**src/rtl/onehot_encoder_pkg.sv**
```systemverilog
// -----------------------------------------------------------------------------
// onehot_encoder_pkg
// Shared definitions for the one-hot event encoder:
//   state_t    - output stage state encoding (EMPTY / FULL)
//   NUM_SRC    - number of event request lines
//   CODE_W     - width of the binary source index
//   CNT_W      - width of the pending-event counter (must hold 0..NUM_SRC)
//   count_ones - population count of a pending vector
// -----------------------------------------------------------------------------
package onehot_encoder_pkg;

   localparam int NUM_SRC = 8;
   localparam int CODE_W  = 3;
   localparam int CNT_W   = 4;

   typedef enum logic {
      EMPTY = 1'b0,
      FULL  = 1'b1
   } state_t;

   function automatic logic [CNT_W-1:0] count_ones(input logic [NUM_SRC-1:0] v);
      logic [CNT_W-1:0] n;
      n = '0;
      for (int i = 0; i < NUM_SRC; i++) begin
         n = n + CNT_W'(v[i]);
      end
      return n;
   endfunction

endpackage

```
**src/rtl/onehot_encoder_if.sv**
```systemverilog
// -----------------------------------------------------------------------------
// onehot_encoder_if
// Bundles the event inputs and the code handshake of the encoder.
//   in_line    - event request lines, bit i = source i
//   code       - binary index of the granted source
//   code_valid - code holds an undelivered event
//   code_ready - consumer accepts code (transfer when valid and ready)
//   overflow   - one-cycle pulse, event arrived on an already pending source
//   pend_cnt   - number of pending events not yet loaded to code
// Modports: master = encoder side, slave = source/consumer side.
// -----------------------------------------------------------------------------
interface onehot_encoder_if;
   import onehot_encoder_pkg::*;

   logic [NUM_SRC-1:0] in_line;
   logic [CODE_W-1:0]  code;
   logic               code_valid;
   logic               code_ready;
   logic               overflow;
   logic [CNT_W-1:0]   pend_cnt;

   modport master (
      input  in_line,
      input  code_ready,
      output code,
      output code_valid,
      output overflow,
      output pend_cnt
   );

   modport slave (
      output in_line,
      output code_ready,
      input  code,
      input  code_valid,
      input  overflow,
      input  pend_cnt
   );

endinterface

```
**src/rtl/onehot_encoder_prio_pick.sv**
```systemverilog
// -----------------------------------------------------------------------------
// prio_pick
// Combinational winner selection over the pending vector.
//   pend - pending event bits
//   idx  - index of the winning bit (0 when nothing is pending)
//   any  - at least one bit pending
// PRIO_HIGH = 0: lowest set index wins; PRIO_HIGH = 1: highest set index wins.
// -----------------------------------------------------------------------------
module prio_pick
   import onehot_encoder_pkg::*;
#(
   parameter int PRIO_HIGH = 0
) (
   input  logic [NUM_SRC-1:0] pend,
   output logic [CODE_W-1:0]  idx,
   output logic               any
);

   // The scan direction is chosen so that the last match, which is the one
   // that sticks, is the preferred end of the vector.
   always_comb begin
      idx = '0;
      if (PRIO_HIGH != 0) begin
         for (int i = 0; i < NUM_SRC; i++) begin
            if (pend[i]) idx = CODE_W'(i);
         end
      end else begin
         for (int i = NUM_SRC - 1; i >= 0; i--) begin
            if (pend[i]) idx = CODE_W'(i);
         end
      end
   end

   assign any = |pend;

endmodule

```
**src/rtl/onehot_encoder.sv**
```systemverilog
// -----------------------------------------------------------------------------
// onehot_encoder
// Turns rising edges on 8 request lines into a stream of binary source codes.
// Each edge sets a pending bit; a one-entry output stage (EMPTY/FULL) loads
// the winning pending index and hands it out with a valid/ready handshake.
//   sys_clk - clock, all state on the rising edge
//   sys_rst - asynchronous, active-high reset
//   bus     - onehot_encoder_if.master (in_line, code, code_valid,
//             code_ready, overflow, pend_cnt)
// Parameter PRIO_HIGH: 0 = lowest pending index wins, 1 = highest wins.
// Macro ONEHOT_ENCODER_SYNC_EN: when defined, in_line passes through a
// 2-flop synchronizer before edge detection (two extra cycles of latency).
// -----------------------------------------------------------------------------
module onehot_encoder
   import onehot_encoder_pkg::*;
#(
   parameter int PRIO_HIGH = 0
) (
   input  logic               sys_clk,
   input  logic               sys_rst,
   onehot_encoder_if.master   bus
);

   logic [NUM_SRC-1:0] in_s;
   logic [NUM_SRC-1:0] in_prev_reg;
   logic [NUM_SRC-1:0] pend_reg;
   logic [NUM_SRC-1:0] pend_next;
   logic [NUM_SRC-1:0] rise;
   logic [NUM_SRC-1:0] clr;
   logic [CODE_W-1:0]  code_reg;
   logic               code_valid_reg;
   logic               overflow_reg;
   logic               overflow_next;
   logic [CNT_W-1:0]   pend_cnt_reg;
   state_t             state_reg;
   logic [CODE_W-1:0]  pick_idx;
   logic               pick_any;
   logic               load;

`ifdef ONEHOT_ENCODER_SYNC_EN
   // Reset to all-ones so lines already high at release look "old".
   logic [NUM_SRC-1:0] sync1_reg;
   logic [NUM_SRC-1:0] sync2_reg;

   always_ff @(posedge sys_clk or posedge sys_rst) begin
      if (sys_rst) begin
         sync1_reg <= '1;
         sync2_reg <= '1;
      end else begin
         sync1_reg <= bus.in_line;
         sync2_reg <= sync1_reg;
      end
   end

   assign in_s = sync2_reg;
`else
   assign in_s = bus.in_line;
`endif

   // Winner comes from the registered pending vector only, so edges landing
   // this cycle are never granted before they are visible in pend_reg.
   prio_pick #(
      .PRIO_HIGH (PRIO_HIGH)
   ) u_pick (
      .pend (pend_reg),
      .idx  (pick_idx),
      .any  (pick_any)
   );

   // A load happens whenever something is pending and the output slot is
   // free now or is being emptied by a transfer this cycle.
   assign load = pick_any && ((state_reg == EMPTY) || bus.code_ready);

   generate
      for (genvar gi = 0; gi < NUM_SRC; gi++) begin : g_bit
         assign rise[gi] = in_s[gi] & ~in_prev_reg[gi];
         assign clr[gi]  = load && (pick_idx == CODE_W'(gi));
      end
   endgenerate

   // Set beats clear: an edge arriving as its bit is loaded re-arms it.
   assign pend_next     = (pend_reg & ~clr) | rise;
   assign overflow_next = |(rise & pend_reg & ~clr);

   always_ff @(posedge sys_clk or posedge sys_rst) begin
      if (sys_rst) begin
         in_prev_reg    <= '1;
         pend_reg       <= '0;
         pend_cnt_reg   <= '0;
         overflow_reg   <= 1'b0;
         code_reg       <= '0;
         code_valid_reg <= 1'b0;
         state_reg      <= EMPTY;
      end else begin
         in_prev_reg  <= in_s;
         pend_reg     <= pend_next;
         // Counting pend_next keeps pend_cnt equal to popcount(pend_reg).
         pend_cnt_reg <= count_ones(pend_next);
         overflow_reg <= overflow_next;
         case (state_reg)
            EMPTY: begin
               if (pick_any) begin
                  code_reg       <= pick_idx;
                  code_valid_reg <= 1'b1;
                  state_reg      <= FULL;
               end
            end
            FULL: begin
               if (bus.code_ready) begin
                  if (pick_any) begin
                     code_reg <= pick_idx;
                  end else begin
                     code_valid_reg <= 1'b0;
                     state_reg      <= EMPTY;
                  end
               end
            end
            default: begin
               code_valid_reg <= 1'b0;
               state_reg      <= EMPTY;
            end
         endcase
      end
   end

   assign bus.code       = code_reg;
   assign bus.code_valid = code_valid_reg;
   assign bus.overflow   = overflow_reg;
   assign bus.pend_cnt   = pend_cnt_reg;

endmodule
```
**src/flat_wrapper.sv**
```systemverilog
// flat-port wrapper written by rule: the top's interface ports become plain ports
module onehot_encoder_flat import onehot_encoder_pkg::*;
#(
   parameter int PRIO_HIGH = 0
)
  (sys_clk, sys_rst, bus_in_line, bus_code_ready, bus_code, bus_code_valid, bus_overflow, bus_pend_cnt);
  onehot_encoder_if bus_i ();
  input  logic sys_clk;
  input  logic sys_rst;
  input wire logic [$bits(bus_i.in_line)-1:0] bus_in_line;
  input wire logic [$bits(bus_i.code_ready)-1:0] bus_code_ready;
  output wire logic [$bits(bus_i.code)-1:0] bus_code;
  output wire logic [$bits(bus_i.code_valid)-1:0] bus_code_valid;
  output wire logic [$bits(bus_i.overflow)-1:0] bus_overflow;
  output wire logic [$bits(bus_i.pend_cnt)-1:0] bus_pend_cnt;
  assign bus_i.in_line = bus_in_line;
  assign bus_i.code_ready = bus_code_ready;
  assign bus_code = bus_i.code;
  assign bus_code_valid = bus_i.code_valid;
  assign bus_overflow = bus_i.overflow;
  assign bus_pend_cnt = bus_i.pend_cnt;
  onehot_encoder #(.PRIO_HIGH(PRIO_HIGH)) u_core (.sys_clk(sys_clk), .sys_rst(sys_rst), .bus(bus_i));
endmodule
```
**config.mk**
```make
export PLATFORM = sky130hd
export DESIGN_NAME = onehot_encoder_flat
export DESIGN_NICKNAME = d
export VERILOG_FILES = /design/src/rtl/onehot_encoder_pkg.sv /design/src/rtl/onehot_encoder_if.sv /design/src/rtl/onehot_encoder_prio_pick.sv /design/src/rtl/onehot_encoder.sv /design/src/flat_wrapper.sv
export SDC_FILE = /design/constraint.sdc
export NUM_CORES = 1
export LEC_CHECK = 0
export BUFFER_PORTS_ARGS = -buffer_cell sky130_fd_sc_hd__buf_2
export CAP_MARGIN = 20
export CORE_AREA = 8 8 66 90
export DETAILED_ROUTE_END_ITERATION = 12
export DIE_AREA = 0 0 74 98
export HOLD_SLACK_MARGIN = 0.03
export PLACE_DENSITY = 0.45
export SETUP_SLACK_MARGIN = 0.15
export SLEW_MARGIN = 5
export SYNTH_ARGS = -nofsm -noshare
export SYNTH_HDL_FRONTEND = slang
export SYNTH_HIERARCHICAL = 1
export SYNTH_SLANG_ARGS = --single-unit
```
**constraint.sdc**
```tcl
create_clock -name sys_clk -period 6.9 [get_ports sys_clk]
set_input_delay 1.38 -clock sys_clk [delete_from_list [all_inputs] [get_ports sys_clk]]
set_output_delay 1.38 -clock sys_clk [all_outputs]
set_load 0.03 [all_outputs]
```
* Word-level counts from Yosys, hierarchy flattened
Cells that the tools add are included.
** Storage, ports and cells
- Flip-flop bits (word level) :: 26
** Cells by class
- Reductions and logical operators :: 14
- Bitwise gates (word level) :: 22
- Multiplexer cells :: 18
- Equality and inequality tests :: 10
- Add/subtract/negate cells :: 7
** Operator list (number)
- $mux W3 :: 10
- $add A4 B1 Y4 :: 6
- $and A8 B8 Y8 :: 3
- $reduce_or A8 Y1 :: 2
- $eq A3 B3 Y1 const B :: 4
- $logic_and A1 B1 Y1 :: 9
- $not A1 Y1 :: 9
- $and A1 B1 Y1 :: 8
- $not A8 Y8 :: 1
- $or A8 B8 Y8 :: 1
- $eq A3 B2 Y1 const B :: 2
- $pmux W3 S2 :: 1
- $mux W1 :: 5
- $ne A2 B2 Y1 const B :: 2
- $pmux W1 S2 :: 2
- $eq A3 B1 Y1 const B :: 1
- $logic_not A3 Y1 :: 1
- $reduce_and A3 Y1 :: 1
- $add A1 B1 Y2 :: 1
- $ne A2 B1 Y1 const B :: 1
- $logic_or A1 B1 Y1 :: 1

* Logic depth before layout (Yosys ltp)
- Depth in word-level cells :: 20
- Gate-level depth with buffers :: 15
- Gate-level depth less buffers :: 15

* By module
Netlist, hierarchy kept.
** Modules (own cells, without submodules)
- onehot_encoder :: times used 1, seq. area each 660.6 µm², cells an instance 100, area each 1152.4 µm²
- prio_pick :: times used 1, seq. area each 0.0 µm², cells an instance 13, area each 81.3 µm²

* Least setup slack after synthesis
OpenSTA, ideal clock, no wires.
- Kind :: input -> register
- Start point :: input bus_code_ready
- End point :: register u_core.pend_cnt_reg[2], in the netlist u_core/bus.pend_cnt[2]
- Path slack :: 2.767 ns
- Path buffers :: 0
- Cell stages on the path :: 12
- Arrival time :: 4.011 ns
- Cell sequence :: nand2b_4 > nand2_1 > o21ai_0 > and2_1 > fa_1 > fa_1 > fa_1 > inv_1 > ha_1 > inv_1 > fa_1 > xnor2_1
** On the way
- Cells in the longest elaborated chain, start to end :: 13
** Ends and longest elaborated chain
- start: declaration :: RTL line flat_wrapper.sv:11 : input wire logic [$bits(bus_i.code_ready)-1:0] bus_code_ready;
- $logic_or A1 B1 Y1 (*) :: RTL line onehot_encoder.sv:72 : assign load = pick_any && ((state_reg == EMPTY) || bus.code_ready);
- $logic_and A1 B1 Y1 (*) :: RTL line onehot_encoder.sv:72
- $logic_and A1 B1 Y1 :: RTL line onehot_encoder.sv:77 : assign clr[gi] = load && (pick_idx == CODE_W'(gi));
- $not A8 Y8 (*) :: RTL line onehot_encoder.sv:82 : assign pend_next = (pend_reg & ~clr) | rise;
- $and A8 B8 Y8 (*) :: RTL line onehot_encoder.sv:82
- $or A8 B8 Y8 (*) :: RTL line onehot_encoder.sv:82
- $add A1 B1 Y2 :: RTL line onehot_encoder_pkg.sv:25 : n = n + CNT_W'(v[i]);
- $add A4 B1 Y4 (5 in series) :: RTL line onehot_encoder_pkg.sv:25
- $add A4 B1 Y4 (*) :: RTL line onehot_encoder_pkg.sv:25
- end signal: assignment :: RTL line onehot_encoder.sv:98 : pend_cnt_reg <= count_ones(pend_next);
- end: declaration :: RTL line onehot_encoder.sv:34 : logic [CNT_W-1:0] pend_cnt_reg;
Mark *: on every way between the ends. The rest lies on a longest branch, timed or not.
A chain may end at the register's enable or synchronous reset.

* Final worst setup path
- Start point :: register u_core.pend_reg[4]
- End point :: register u_core.pend_cnt_reg[1], in the netlist u_core/bus.pend_cnt[1]
** On the way
- Cells in the longest elaborated chain, start to end :: 17
** Ends and longest elaborated chain
- start: declaration :: RTL line onehot_encoder.sv:26 : logic [NUM_SRC-1:0] pend_reg;
- start signal: assignment :: RTL line onehot_encoder.sv:96 : pend_reg <= pend_next;
- $mux W3 (*) (5 in series) :: RTL line onehot_encoder_prio_pick.sv:29 : if (pend[i]) idx = CODE_W'(i);
- net u_core.pick_idx[0] :: RTL line onehot_encoder.sv:36 : logic [CODE_W-1:0] pick_idx;
- $eq A3 B1 Y1 or $logic_not A3 Y1 (tied branches) :: RTL line onehot_encoder.sv:77
- $logic_and A1 B1 Y1 :: RTL line onehot_encoder.sv:77
- $not A8 Y8 (*) :: RTL line onehot_encoder.sv:82
- $and A8 B8 Y8 (*) :: RTL line onehot_encoder.sv:82
- $or A8 B8 Y8 (*) :: RTL line onehot_encoder.sv:82
- $add A1 B1 Y2 :: RTL line onehot_encoder_pkg.sv:25
- $add A4 B1 Y4 (5 in series) :: RTL line onehot_encoder_pkg.sv:25
- $add A4 B1 Y4 (*) :: RTL line onehot_encoder_pkg.sv:25
Mark *: on every way through the listed nets, which the timed path passes. The rest lies on a longest branch.

==> flow_summary.json <==
{
  "outcome": "completed",
  "gr-max-usage-layer": "met2",
  "n_antenna_cell": 0,
  "synthCells": 113,
  "path_max_fanout": 6,
  "fin_util": 0.3179,
  "holdPathStages": 2,
  "netlist_area_mm2": 0.001234,
  "grt_max_degree": 27,
  "min_path_type": "register to register",
  "first_pass_iters": 4,
  "fin_cells": 201,
  "endpoint_kind": "register",
  "die_area_mm2": 0.007252,
  "report.final.slew_viol_count": 0,
  "cp_data_required_time_ns": 7.07,
  "p_per_area_mw_per_mm2": 344.6,
  "numPortBuffers": 19,
  "area.growth.synth_to_final_pct": 20.89,
  "fin_crit_ns": 4.321,
  "first_iter_violations": 43,
  "die_y_um": 98,
  "gr-usage-met2": 0.1365,
  "p_leak_nw": 0.6365,
  "rows": 30,
  "ys_types": 33,
  "cts_hold_buf": 0,
  "p_seq_frac": 0.393,
  "place_area_mm2": 0.001409,
  "wl_mm": 2.543,
  "yosys.area_share.adder": 0.09533,
  "syn-num-nets": 131,
  "routedWlPerCell_um": 12.65,
  "core-area_mm2": 0.004692,
  "cts_buffer_depth": 2,
  "grt_overflow": 0,
  "grt_antenna_before_repair": 0,
  "synthSimpleGateAreaFrac": 0.1876,
  "worst_pin_slew_ns": 0.9921,
  "chipWidth_um": 74,
  "crit_type": "register to register",
  "synth.avg_cell_area_um2": 10.92,
  "setup_viol": 0,
  "drv_cap": 0,
  "design.portCount": 20,
  "max_clock_freq_ghz": 0.2315,
  "synth_warnings": 6,
  "post_cts_buffers": 0,
  "drc": 0,
  "min_period_over_period": 0.6262,
  "setup_ws_ns": 2.579,
  "clock_latency_ns": 0.26,
  "cts-buffers-inserted": 3,
  "grt_use_total": 0.07906,
  "rsz0062_at_grt": "false",
  "cts.htree.levels": 1,
  "synth_compound_area_frac": 0.09838,
  "rr_worst_depth": 12,
  "cts_tree": "done",
  "clk_pin_slew_ns": 0.09,
  "slew_headroom": 0.3300,
  "swShare": 0.3728,
  "synth_top_family_by_area": "simple AND/OR/NAND/NOR gates",
  "cts.sinks": 26,
  "hold_viol": 0,
  "dp_slack_ns": 2.474,
  "design_area_mm2": 0.001491,
  "grtUsageMet3": 0.01333,
  "start_util": 0.2629,
  "vias": 841,
  "ant_nets": 0,
  "final_cell_mix": "buf_2 (19), inv_1 (19), dfrtp_1 (18), dfstp_2 (8)",
  "yosysSeqAreaShare": 0.5355,
  "grt_pass1_vias": 922,
  "worst_ir_drop_vdd_mv": 0.1063,
  "synthMuxAreaShare": 0.01826,
  "power_frac_comb": 0.419,
  "grt_pass1_wl_mm": 4.436,
  "clockRootBuffer": "clkbuf_8",
  "p_clk_frac": 0.188,
  "nets": 156,
  "synth_xor_area_frac": 0.007099,
  "clock_skew_ns": 0.001537,
  "grtUsageMet1": 0.08741,
  "critPathLaunchType": "register",
  "hpwl_mm": 2.043,
  "routabilityCongestion": 0.8003,
  "cts_resized": 0,
  "dp_cells": 196,
  "arrival_ns": 4.49,
  "p_switching_w": 0.0001916,
  "internal_power_w": 0.0003223,
  "drt-vias-per-instance": 4.184,
  "drive_above_1_share": 0.2701,
  "fill_cells": 484,
  "setup_tns_ns": 0,
  "ys_ff_latch": 26
}
## through the flow
step | hold WS (ns) | power, W
final | 0.4789 | 0.0005140
after global routing | 0.5112 | 0.0005651
after CTS | 0.4871 | 0.0005233
after detailed placement | 0.4657 | 0.0004223
after global placement | 0.4609 | 0.0004200
after floorplan | 0.4794 | 0.0003611
## cell usage after synthesis
cell | n | area (um2)
fa_1 | 4 | 80.08
o41ai_1 | 1 | 8.760
ha_1 | 3 | 37.54
nand3b_1 | 1 | 7.510
dfstp_2 | 8 | 210.2
a21oi_1 | 5 | 25.02
nor2b_1 | 5 | 31.28
nand3_1 | 3 | 15.01
o21ai_1 | 3 | 15.01
o21bai_1 | 1 | 7.510
mux2_2 | 2 | 22.52
o31ai_1 | 1 | 7.510
and3b_1 | 1 | 8.760
nor3b_2 | 1 | 12.51
inv_1 | 19 | 71.32
or2_1 | 1 | 6.260
xnor2_1 | 1 | 8.760
a32oi_1 | 1 | 8.760
or3_1 | 1 | 6.260
a31oi_1 | 1 | 6.260
nor2_1 | 5 | 18.77
o221ai_1 | 1 | 8.760
nand2b_4 | 1 | 13.76
o21ai_0 | 4 | 20.02
o22ai_1 | 1 | 6.260
a21boi_0 | 1 | 7.510
and2_1 | 4 | 25.02
dfrtp_1 | 18 | 450.4
nand2_1 | 6 | 22.52
or4_1 | 1 | 7.510
nand2b_1 | 6 | 37.54
nor4_2 | 1 | 12.51
and3_1 | 1 | 6.260
## critical path: stages, from the launching register on
cell and delay (ns):
dfrtp_1 0.45, o41ai_1 0.94, nand3b_1 0.19, o21ai_0 0.29
and2_1 0.22, fa_1 0.41, fa_1 0.51, fa_1 0.41
inv_1 0.07, ha_1 0.15, inv_1 0.05, fa_1 0.48
inv_1 0.04
## metal layers
metal,share of wire,up-vias
li1,-,415
met1,0.38,411
met2,0.56,11
met3,0.035,4
met4,0.021,0
met5,0,-
## kinds of logic (layout without fill, tap and decap cells)
| logic type | count (synthesis) | after routing |
|---|---|---|
| fa+ha+maj | 7 | 7 |
| xor+xnor | 1 | 1 |
| flops | 26 | 26 |
| compound gates | 20 | 20 |
| mux | 2 | 2 |
| buf+inv | 19 | 43 |
| simple gates | 38 | 38 |
## power by group through the flow
stage          registers, W  logic (W)  clock network, W
3_3_place_gp       0.000204   0.000215                 0
2_1_floorplan      0.000237   0.000124                 0
4_1_cts            0.000202   0.000220          0.000101
5_1_grt            0.000205   0.000253          0.000107
3_5_place_dp       0.000204   0.000218                 0
6_report           0.000202   0.000216         0.0000966
## layout make-up
| cell class | count | area [um2] | share of cell area |
|---|---|---|---|
| Clock buffer | 4 | 55.05 | 0.03691 |
| Inverter | 19 | 71.32 | 0.04782 |
| Multi-Input combinational cell | 68 | 501.7 | 0.3364 |
| Sequential cell | 26 | 660.6 | 0.4430 |
| Tap cell | 64 | 80.08 | 0.05369 |
| Timing Repair Buffer | 20 | 122.6 | 0.08222 |
## final timing paths
check                                   startpoint                endpoint  slack (ns)
worst min register to register  u_core/bus.code[2]      u_core/bus.code[2]        0.48
min in group asynchronous                  sys_rst  u_core/bus.pend_cnt[1]        1.03
max in group asynchronous                  sys_rst   u_core/in_prev_reg[6]        5.40
worst min-delay path            u_core/bus.code[2]      u_core/bus.code[2]        0.48
worst max register to register  u_core/pend_reg[4]  u_core/bus.pend_cnt[1]        2.58
worst max-delay path            u_core/pend_reg[4]  u_core/bus.pend_cnt[1]        2.58
Note: power is estimated with default switching activity, not from simulation.
